===== src/rtl/control_unit.sv =====
// control_unit: hardwired Moore sequencer for the single-bus core.
// Walks a shared fetch (T0-T2), then per-opcode execute states, and owns
// the run/halt status. Only IR[31:27] is decoded here; register fields
// are left to select_encode.
module control_unit #(
  parameter bit HALT_ON_UNDEF = 1'b0
) (
  input  logic        clk,
  input  logic        reset,
  input  logic [31:0] IR,
  input  logic        CON,
  input  logic        stop,
  output logic        HIout,
  output logic        LOout,
  output logic        Zhighout,
  output logic        Zlowout,
  output logic        PCout,
  output logic        IRout,
  output logic        MDRout,
  output logic        INout,
  output logic        Cout,
  output logic        Yout,
  output logic        MARout,
  output logic        Read,
  output logic        IncPC,
  output logic        Write,
  output logic        AND,
  output logic        OR,
  output logic        ADD,
  output logic        SUB,
  output logic        MUL,
  output logic        DIV,
  output logic        SHR,
  output logic        SHRA,
  output logic        SHL,
  output logic        ROR,
  output logic        ROL,
  output logic        NEG,
  output logic        NOT,
  output logic        Gra,
  output logic        Grb,
  output logic        Grc,
  output logic        Rin,
  output logic        Rout,
  output logic        BAout,
  output logic        HIin,
  output logic        LOin,
  output logic        PCin,
  output logic        IRin,
  output logic        Zin,
  output logic        Yin,
  output logic        MARin,
  output logic        MDRin,
  output logic        CONin,
  output logic        OUT_Portin,
  output logic        CON_RESET,
  output logic        Run
);

  typedef enum logic [3:0] {T0, T1, T2, T3, T4, T5, T6, T7, HALT} state_t;

  localparam logic [4:0] OP_LD   = 5'b00000, OP_LDI  = 5'b00001, OP_ST   = 5'b00010;
  localparam logic [4:0] OP_ADD  = 5'b00011, OP_SUB  = 5'b00100, OP_AND  = 5'b00101;
  localparam logic [4:0] OP_OR   = 5'b00110, OP_ROR  = 5'b00111, OP_ROL  = 5'b01000;
  localparam logic [4:0] OP_SHR  = 5'b01001, OP_SHRA = 5'b01010, OP_SHL  = 5'b01011;
  localparam logic [4:0] OP_ADDI = 5'b01100, OP_ANDI = 5'b01101, OP_ORI  = 5'b01110;
  localparam logic [4:0] OP_MUL  = 5'b01111, OP_DIV  = 5'b10000, OP_NEG  = 5'b10001;
  localparam logic [4:0] OP_NOT  = 5'b10010, OP_BR   = 5'b10011, OP_JR   = 5'b10100;
  localparam logic [4:0] OP_JAL  = 5'b10101, OP_IN   = 5'b10110, OP_OUT  = 5'b10111;
  localparam logic [4:0] OP_MFHI = 5'b11000, OP_MFLO = 5'b11001, OP_NOP  = 5'b11010;
  localparam logic [4:0] OP_HALT = 5'b11011;

  state_t state_q, state_d;
  logic [4:0] opcode;
  logic unusedIr;

  logic isRegAlu, isImmAlu, isLdi, isLd, isSt, isMulDiv, isNegNot, isBr;
  logic isJr, isJal, isIn, isOut, isMf, isNop, isHalt, isUndef;

  assign opcode   = IR[31:27];
  assign unusedIr = ^IR[26:0];

  assign isRegAlu = (opcode >= OP_ADD) && (opcode <= OP_SHL);
  assign isImmAlu = (opcode >= OP_ADDI) && (opcode <= OP_ORI);
  assign isLdi    = (opcode == OP_LDI);
  assign isLd     = (opcode == OP_LD);
  assign isSt     = (opcode == OP_ST);
  assign isMulDiv = (opcode == OP_MUL) || (opcode == OP_DIV);
  assign isNegNot = (opcode == OP_NEG) || (opcode == OP_NOT);
  assign isBr     = (opcode == OP_BR);
  assign isJr     = (opcode == OP_JR);
  assign isJal    = (opcode == OP_JAL);
  assign isIn     = (opcode == OP_IN);
  assign isOut    = (opcode == OP_OUT);
  assign isMf     = (opcode == OP_MFHI) || (opcode == OP_MFLO);
  assign isNop    = (opcode == OP_NOP);
  assign isHalt   = (opcode == OP_HALT);
  assign isUndef  = (opcode > OP_HALT);

  // State register; reset parks the sequencer at the start of fetch.
  always_ff @(posedge clk) begin
    if (reset) state_q <= T0;
    else       state_q <= state_d;
  end

  // Next-state: shared fetch, then each opcode leaves at its last execute step.
  always_comb begin
    state_d = state_q;
    case (state_q)
      T0: state_d = stop ? HALT : T1;
      T1: state_d = T2;
      T2: begin
        if (isNop)        state_d = T0;
        else if (isHalt)  state_d = HALT;
        else if (isUndef) state_d = HALT_ON_UNDEF ? HALT : T0;
        else              state_d = T3;
      end
      T3: state_d = (isJr || isIn || isOut || isMf) ? T0 : T4;
      T4: state_d = isNegNot ? T0 : T5;
      T5: state_d = (isRegAlu || isImmAlu || isLdi || isJal) ? T0 : T6;
      T6: state_d = (isMulDiv || isBr) ? T0 : T7;
      T7: state_d = T0;
      HALT: state_d = HALT;
      default: state_d = T0;
    endcase
  end

  // Control word decode from state and opcode; reset forces everything idle except CON_RESET.
  always_comb begin
    HIout = 1'b0; LOout = 1'b0; Zhighout = 1'b0; Zlowout = 1'b0; PCout = 1'b0;
    IRout = 1'b0; MDRout = 1'b0; INout = 1'b0; Cout = 1'b0; Yout = 1'b0; MARout = 1'b0;
    Read = 1'b0; IncPC = 1'b0; Write = 1'b0;
    AND = 1'b0; OR = 1'b0; ADD = 1'b0; SUB = 1'b0; MUL = 1'b0; DIV = 1'b0; SHR = 1'b0;
    SHRA = 1'b0; SHL = 1'b0; ROR = 1'b0; ROL = 1'b0; NEG = 1'b0; NOT = 1'b0;
    Gra = 1'b0; Grb = 1'b0; Grc = 1'b0; Rin = 1'b0; Rout = 1'b0; BAout = 1'b0;
    HIin = 1'b0; LOin = 1'b0; PCin = 1'b0; IRin = 1'b0; Zin = 1'b0; Yin = 1'b0;
    MARin = 1'b0; MDRin = 1'b0; CONin = 1'b0; OUT_Portin = 1'b0;
    CON_RESET = 1'b0; Run = 1'b0;
    if (reset) begin
      CON_RESET = 1'b1;
    end else begin
      Run = (state_q != HALT);
      case (state_q)
        T0: begin PCout = 1'b1; MARin = 1'b1; IncPC = 1'b1; CON_RESET = 1'b1; end
        T1: begin Read = 1'b1; MDRin = 1'b1; end
        T2: begin MDRout = 1'b1; IRin = 1'b1; end
        T3: begin
          if (isRegAlu || isImmAlu) begin Grb = 1'b1; Rout = 1'b1; Yin = 1'b1; end
          if (isLdi || isLd || isSt) begin Grb = 1'b1; BAout = 1'b1; Yin = 1'b1; end
          if (isMulDiv) begin Gra = 1'b1; Rout = 1'b1; Yin = 1'b1; end
          if (isNegNot) begin
            Grb = 1'b1; Rout = 1'b1; Zin = 1'b1;
            NEG = (opcode == OP_NEG);
            NOT = (opcode == OP_NOT);
          end
          if (isBr)  begin Gra = 1'b1; Rout = 1'b1; CONin = 1'b1; end
          if (isJr)  begin Gra = 1'b1; Rout = 1'b1; PCin = 1'b1; end
          if (isJal) begin PCout = 1'b1; Yin = 1'b1; end
          if (isIn)  begin INout = 1'b1; Gra = 1'b1; Rin = 1'b1; end
          if (isOut) begin Gra = 1'b1; Rout = 1'b1; OUT_Portin = 1'b1; end
          if (isMf) begin
            HIout = (opcode == OP_MFHI);
            LOout = (opcode == OP_MFLO);
            Gra = 1'b1; Rin = 1'b1;
          end
        end
        T4: begin
          if (isRegAlu || isImmAlu) begin
            case (opcode)
              OP_ADD, OP_ADDI: ADD = 1'b1;
              OP_SUB:          SUB = 1'b1;
              OP_AND, OP_ANDI: AND = 1'b1;
              OP_OR, OP_ORI:   OR = 1'b1;
              OP_ROR:          ROR = 1'b1;
              OP_ROL:          ROL = 1'b1;
              OP_SHR:          SHR = 1'b1;
              OP_SHRA:         SHRA = 1'b1;
              OP_SHL:          SHL = 1'b1;
              default:         ;
            endcase
            Zin = 1'b1;
            if (isRegAlu) begin Grc = 1'b1; Rout = 1'b1; end
            else          Cout = 1'b1;
          end
          if (isLdi || isLd || isSt) begin Cout = 1'b1; ADD = 1'b1; Zin = 1'b1; end
          if (isMulDiv) begin
            Grb = 1'b1; Rout = 1'b1; Zin = 1'b1;
            MUL = (opcode == OP_MUL);
            DIV = (opcode == OP_DIV);
          end
          if (isNegNot) begin Zlowout = 1'b1; Gra = 1'b1; Rin = 1'b1; end
          if (isBr)     begin PCout = 1'b1; Yin = 1'b1; end
          if (isJal)    begin Gra = 1'b1; Rout = 1'b1; PCin = 1'b1; end
        end
        T5: begin
          if (isRegAlu || isImmAlu || isLdi) begin Zlowout = 1'b1; Gra = 1'b1; Rin = 1'b1; end
          if (isLd || isSt) begin Zlowout = 1'b1; MARin = 1'b1; end
          if (isMulDiv)     begin Zlowout = 1'b1; LOin = 1'b1; end
          if (isBr)         begin Cout = 1'b1; ADD = 1'b1; Zin = 1'b1; end
          if (isJal)        begin Yout = 1'b1; Grb = 1'b1; Rin = 1'b1; end
        end
        T6: begin
          if (isLd)     begin Read = 1'b1; MDRin = 1'b1; end
          if (isSt)     begin Gra = 1'b1; Rout = 1'b1; MDRin = 1'b1; end
          if (isMulDiv) begin Zhighout = 1'b1; HIin = 1'b1; end
          if (isBr && CON) begin Zlowout = 1'b1; PCin = 1'b1; end
        end
        T7: begin
          if (isLd) begin MDRout = 1'b1; Gra = 1'b1; Rin = 1'b1; end
          if (isSt) Write = 1'b1;
        end
        default: ;
      endcase
    end
  end

  busSourceOneHot: assert property (@(posedge clk)
    $onehot0({HIout, LOout, Zhighout, Zlowout, PCout, IRout, MDRout, INout,
              Cout, Yout, MARout, Rout, BAout}));

  aluOpOneHot: assert property (@(posedge clk)
    $onehot0({AND, OR, ADD, SUB, MUL, DIV, SHR, SHRA, SHL, ROR, ROL, NEG, NOT}));

  regSelectOneHot: assert property (@(posedge clk) $onehot0({Gra, Grb, Grc}));

endmodule


===== config.mk =====
export PLATFORM = sky130hd
export DESIGN_NAME = control_unit
export DESIGN_NICKNAME = d
export VERILOG_FILES = /design/src/rtl/control_unit.sv
export SDC_FILE = /design/constraint.sdc
export NUM_CORES = 1
export LEC_CHECK = 0
export CELL_PAD_IN_SITES_DETAIL_PLACEMENT = 0
export CELL_PAD_IN_SITES_GLOBAL_PLACEMENT = 1
export CORE_ASPECT_RATIO = 0.8
export CORE_MARGIN = 2
export CORE_UTILIZATION = 45
export DETAILED_ROUTE_END_ITERATION = 8
export DONT_BUFFER_PORTS = 1
export PLACE_DENSITY_LB_ADDON = 0.1
export SLEW_MARGIN = 5
export SYNTH_ARGS = -nofsm -noshare
export SYNTH_HDL_FRONTEND = slang
export SYNTH_SLANG_ARGS = --single-unit

===== constraint.sdc =====
create_clock -name clk -period 3.55 [get_ports clk]
set_input_delay 0.71 -clock clk [delete_from_list [all_inputs] [get_ports clk]]
set_output_delay 0.71 -clock clk [all_outputs]
set_load 0.005 [all_outputs]

==> key figures, run 1 <==
Run
  • Max-Cap Viols: 0

Timing
  • WHS: 0.677 ns
  • RSZ-0062 raised after global routing: false
  • # setup viols final: 0
  • Max Clk Rate: 355 MHz
  • Setup ws final: 0.729 ns
  • Clk_skew: roughly 0.0052 ns
  • Post-Route Setup TNS: 0 ns
  • Slew Limit Fails: 0
  • Worst Tran Pin Value: 0.720 ns
  • Period utilization: roughly 80%
  • Worst rel slew slack: 51.8%
  • Final Hold Vio Count: 0
  • Fin crit period: ~2.8 ns

Yosys
  • Synth area leader: nor2_1
  • Top post-synthesis cells by area: nor2_1 (8.0%), dfxtp_1 (6.1%), buf_2 (5.3%)
  • Synthesized cell area: 1310 µm²
  • Synth async-reset ratio: 0%
  • Synth top area share: 8.00%
  • Synth warn: 0
  • Post-synth EDFFs: 0
  • Cells after Synth: just under 200
  • Post-synth top flop: dfxtp_1
  • Post-synthesis sequential area ratio: 6.10%
  • Syn Area/Cell: 6.60 µm²
  • Netlist cell types: 59
  • Synthesized flop and latch total: 4

Final layout
  • Share of cells above drive strength 1: 8.47%
  • Diode count: 0
  • Area growth from synthesis to layout: -5.52%
  • Multi-input logic area: 1080 µm²
  • Register Area: 80.1 µm²
  • Max reg flops: 4
  • Final core utilization: between 40 and 50%
  • Top flop regs: state_q (4)
  • Largest Register: state_q
  • Fin cells: 215
  • Filler instances: roughly 320
  • Final-stage net count: 215

Drt
  • Drt first pass iters: 4
  • Routed len/inst: 20.5 µm
  • Drt drc: 0
  • DR vias/cell: 6.89
  • Initial DRC Count: 123
  • Via count: 1,481
  • Post-route ant nets: 0
  • WL final: approximately 4400 µm

GRT
  • Global-route wire length before repair: 6870 µm
  • Vias in the first global route: between 1k and 1.5k
  • GRT overflow: 0
  • Initial antenna violation count: 0
  • Total track usage: 25.9%
  • Largest net degree at the start of global routing: 22

Placed design
  • Routability cong.: 0.860
  • IO buf count: 0
  • Pre-CTS setup slack: a little under 0.9 ns
  • Number of cells after detailed placement: 212
  • DP Wirelength: 3220 µm

Power and ir drop
  • Leakage power: 0.342 nW
  • P per Cell Area: around 180 nW/µm²
  • Peak supply drop: about 0.24 mV

Clock network
  • Clk buf depth: 2
  • Reg clk slew, reported paths: 0.04 ns
  • TritonCTS Sinks: 4
  • H-tree depth: 1
  • CTS tree: yes
  • CTS root buf: clkbuf_4
  • Worst skew pair latency: 0.24 ns
  • Num CTS Buffers: 3
  • Post-CTS setup buffer count: 0
  • Post-CTS sizing: 0
  • Cts hold-fix bufs: 0

Die
  • Starting density of the core: 47.5%
  • I/O pins: 81
  • Die X: 64.4 µm
  • Die height: 52.3 µm
  • Die area: 3370 µm²
  • Rows: 17
  • Core ar.: 2770 µm²

Worst setup path
  • Critical Path Max Stage Delay: ~0.75 ns
  • CP endpoint kind: output pin
  • WP data required: 2.84 ns
  • Crit-path slowest cell: dfxtp_1
  • Crit Path Class: reg -> out
  • Crit start category: flop
  • Critical Path Fanout Max: 20
  • Crit path cell chain: nand4bb_1 -> a2111oi_0 -> a31oi_1 -> a31oi_1
  • WP data arrival: 2.11 ns
  • Most frequent cell on the critical path: a31oi_1

Worst hold path
  • Worst Hold Class: in -> reg

Outcome
  • Status: finished, final reports clean
==> area by class of cell <==
class / instances / share of cell area, %
clock buffer: 3 / 1.81
inverter: 3 / 0.907
multi-input combinational: 167 / 87.0
sequential: 4 / 6.45
tap: 38 / 3.83
==> cell families after synthesis <==
family / share of synthesized area [%]
AOI/OAI and AO/OA: 31.2
other: 0.285
xor gates and xnor gates: 0.667
DFF: 6.10
and+or+nand+nor: 49.0
buffers and inverters: 12.0
muxes: 0.762
==> layout by cell type (no fill, tap or decap), drive strengths merged, types with 3 or more instances in the layout <==
cell / instances
nor2: 28
nor3: 14
nand2: 13
a21oi: 12
nand2b: 10
a31oi: 8
o21ai: 8
or3: 6
nand3b: 4
nand3: 4
and3: 4
dfxtp: 4
nor4b: 4
inv: 3
nor4: 3
a2bb2oi: 3
o21a: 3
clkbuf: 3
and4bb: 3
o221ai: 3
==> critical path, delay by kind of cell, from the launching register on <==
family,cells,cell delay (ns)
AND/OR/NAND/NOR,1,0.34
AO/OA/AOI/OAI,3,0.79
flip-flops,1,0.75
==> synthesized netlist by cell type (all sizes together) (2+ instances only) <==
cell	instances
a211oi	2
a21oi	12
a221oi	2
a2bb2oi	3
a31oi	8
and2	2
and3	4
and4bb	3
buf	20
clkbuf	6
dfxtp	4
inv	3
nand2	13
nand2b	10
nand3	4
nand3b	4
nand4bb	2
nor2	28
nor3	14
nor3b	2
nor4	3
nor4b	4
o21a	3
o21ai	8
o21bai	2
o221ai	3
o22ai	2
o32ai	2
or2	2
or3	6
or3b	2
or4b	2
==> routing by layer <==
metal	GRT usage [%]	part of all wire, %
met5	0	0
met4	1.42	0
met3	6.67	8.7
met2	41.0	46
met1	36.9	46
==> report_power, final <==
group | internal [mW] | leakage, nW | total, mW | switching [mW]
Sequential | 0.0497 | 0.0328 | 0.0708 | 0.0211
Clock | 0.0378 | 0.0138 | 0.0564 | 0.0186
Combinational | 0.0374 | 0.295 | 0.0907 | 0.0533
Total | 0.125 | 0.342 | 0.218 | 0.0930
==> per-stage QoR <==
step	power [mW]	instance area [µm²]
2_1_floorplan	0.163	1320
3_3_place_gp	0.158	1220
3_5_place_dp	0.160	1220
4_1_cts	0.219	1240
5_1_grt	0.235	1240
6_report	0.218	1240
==> final timing paths <==
check | endpoint | cells past startpoint | slack, ns | from
max | Gra | 4 | 0.73 | state_q[0]
min | state_q[3] | 2 | 0.68 | stop
max reg2reg | state_q[2] | 3 | 1.83 | state_q[0]
min reg2reg | state_q[3] | 2 | 0.78 | state_q[3]
Note: power is estimated with default switching activity, not from simulation.
==> run 2, diff against run 1 <==
CORE_UTILIZATION = 42   (was 45)
clock period = 2.8 ns   (was 3.55 ns; I/O delays follow)
==> run 2 against run 1 <==
Effect of this change: utilization decreased by 2.6 points; via count increased by 1.7%; clock skew decreased by 0.0023 ns; critical path depth unchanged; power increased by 51%; final cell count increased by 2.3%; count of clock-buffer cells in the layout unchanged; highest routed layer is now met4.
==> key figures, run 2 (synthesis gave the netlist of run 1 again) <==
Clock network
  • Num CTS Buffers: 3 (unchanged)
  • CTS tree: yes
  • Post-CTS sizing: 0 (unchanged)
  • Clk buf depth: 2 (unchanged)
  • Reg clk slew, reported paths: 0.03 ns (about the same)
  • Worst skew pair latency: 0.22 ns (-0.02 ns)
  • H-tree depth: 1 (unchanged)
  • Cts hold-fix bufs: 0 (unchanged)
  • CTS root buf: clkbuf_8
  • TritonCTS Sinks: 4 (unchanged)
  • Post-CTS setup buffer count: 0 (unchanged)

Placed design
  • Routability cong.: 0.849 (-1.3%)
  • IO buf count: 0 (unchanged)
  • DP Wirelength: 3280 µm (+2.0%)
  • Pre-CTS setup slack: 0.462 ns (-0.426 ns)

Final layout
  • Final-stage net count: 218 (+1.4%)
  • Final core utilization: 42.3% (-2.6 points)
  • Area growth from synthesis to layout: -2.19%
  • Commonest non-fill, non-tap cell in the layout: nor2_1
  • Filler instances: 345 (+8.8%)
  • Max reg flops: 4 (unchanged)
  • Most frequent cells in the layout: nor2_1 (28), nand2_1 (13), nor3_1 (13)
  • Diode count: 0 (unchanged)
  • Largest Register: state_q
  • Share of cells above drive strength 1: 10.0% (+1.5 points)
  • Top flop regs: state_q (4)

GRT
  • Largest net degree at the start of global routing: 22 (unchanged)
  • Total track usage: 25.3% (-0.58 points)
  • Vias in the first global route: 1,314 (-1.7%)
  • Global-route wire length before repair: 6940 µm (+1.1%)
  • GRT overflow: 0 (unchanged)
  • Initial antenna violation count: 0 (unchanged)

Die
  • Die height: 54.0 µm (+3.2%)
  • Starting density of the core: 43.2% (-4.3 points)
  • Rows: 18 (+1)
  • Die area: 3590 µm² (+6.6%)
  • I/O pins: 81 (unchanged)
  • Core ar.: 3040 µm² (+10%)
  • Die X: 66.5 µm (+3.3%)

Timing
  • Period utilization: ~94%
  • WHS: 0.569 ns (-0.108 ns)
  • Max Clk Rate: 381 MHz
  • # setup viols final: 0 (unchanged)
  • Final Hold Vio Count: 0 (unchanged)
  • Post-Route Setup TNS: 0 ns (unchanged)
  • RSZ-0062 raised after global routing: false
  • Slew Limit Fails: 0 (unchanged)
  • Setup ws final: 0.173 ns (-0.556 ns)
  • Worst Tran Pin Value: 0.643 ns (-0.0769 ns)
  • Clk_skew: 0.00284 ns (-0.00232 ns)
  • Worst rel slew slack: 57.1% (+5.2 points)
  • Fin crit period: 2.63 ns

Drt
  • DR vias/cell: 6.85 (-0.62%)
  • Routed len/inst: 20.2 µm (-1.3%)
  • Post-route ant nets: 0 (unchanged)
  • Initial DRC Count: 108 (-12%)
  • WL final: 4450 µm (+0.95%)
  • Drt first pass iters: 4 (unchanged)
  • Drt drc: 0 (unchanged)
  • Via count: 1,506 (+1.7%)

Power and ir drop
  • Peak supply drop: 0.234 mV (-3.0%)
  • Leakage power: 0.364 nW (+6.6%)
  • P per Cell Area: 256 nW/µm² (+46%)

Worst hold path
  • Worst Hold Class: in -> reg

Worst setup path
  • CP endpoint kind: output pin
  • Critical Path Fanout Max: 20 (unchanged)
  • Crit Path Class: reg -> out
  • WP data required: 2.24 ns (-0.60 ns)
  • WP data arrival: 2.07 ns (-0.04 ns)
  • Crit start category: flop

Outcome
  • Status: finished, final reports clean

Run
  • Max-Cap Viols: 0 (unchanged)
[run 2: cell count changes in the layout (fill, tap and decap cells not counted)]
cell      delta
buf_4        +3
clkbuf_4     -3
clkbuf_8     +3
[run 2: through the flow]
stage	cell area (µm²)	total power, mW	instances
2_1_floorplan	1320	0.206	200
6_report	1280	0.329	220
4_1_cts	1280	0.328	220
5_1_grt	1280	0.353	220
3_3_place_gp	1240	0.206	217
3_5_place_dp	1240	0.208	217
[run 2: final timing paths]
path | startpoint | end | slack, ns | depth (start not counted)
max reg2reg | state_q[1] | state_q[3] | 1.10 | 3
min reg2reg | state_q[3] | state_q[3] | 0.79 | 2
max | state_q[1] | Gra | 0.17 | 4
min | stop | state_q[3] | 0.57 | 2
[run 2: layout make-up]
cell class,instances,area [µm²],share of cell area (%)
clock buffer,3,41.3,3.21
inverter,3,11.3,0.876
multi-input combinational,167,1080,84.0
sequential,4,80.1,6.23
tap,40,50.0,3.89
timing repair buffer,3,22.5,1.75
[run 2: power breakdown]
group          internal (mW)  switching (mW)  total [mW]
Combinational         0.0512          0.0718       0.123
Clock                 0.0915          0.0281       0.120
Sequential            0.0631          0.0234      0.0865
Total                  0.206           0.123       0.329
[run 2: routing by layer]
metal | GRT usage [%] | wire length (µm)
met1 | 36.2 | 2030
met2 | 39.2 | 1970
met3 | 5.65 | 407
met4 | 4.42 | 37
met5 | 0 | 0
[run 2: worst max-delay path, stage by stage (launching register included)]
cell	delay (ns)
dfxtp_1	0.72
nand4bb_1	0.36
a2111oi_0	0.41
a31oi_1	0.07
a31oi_1	0.29
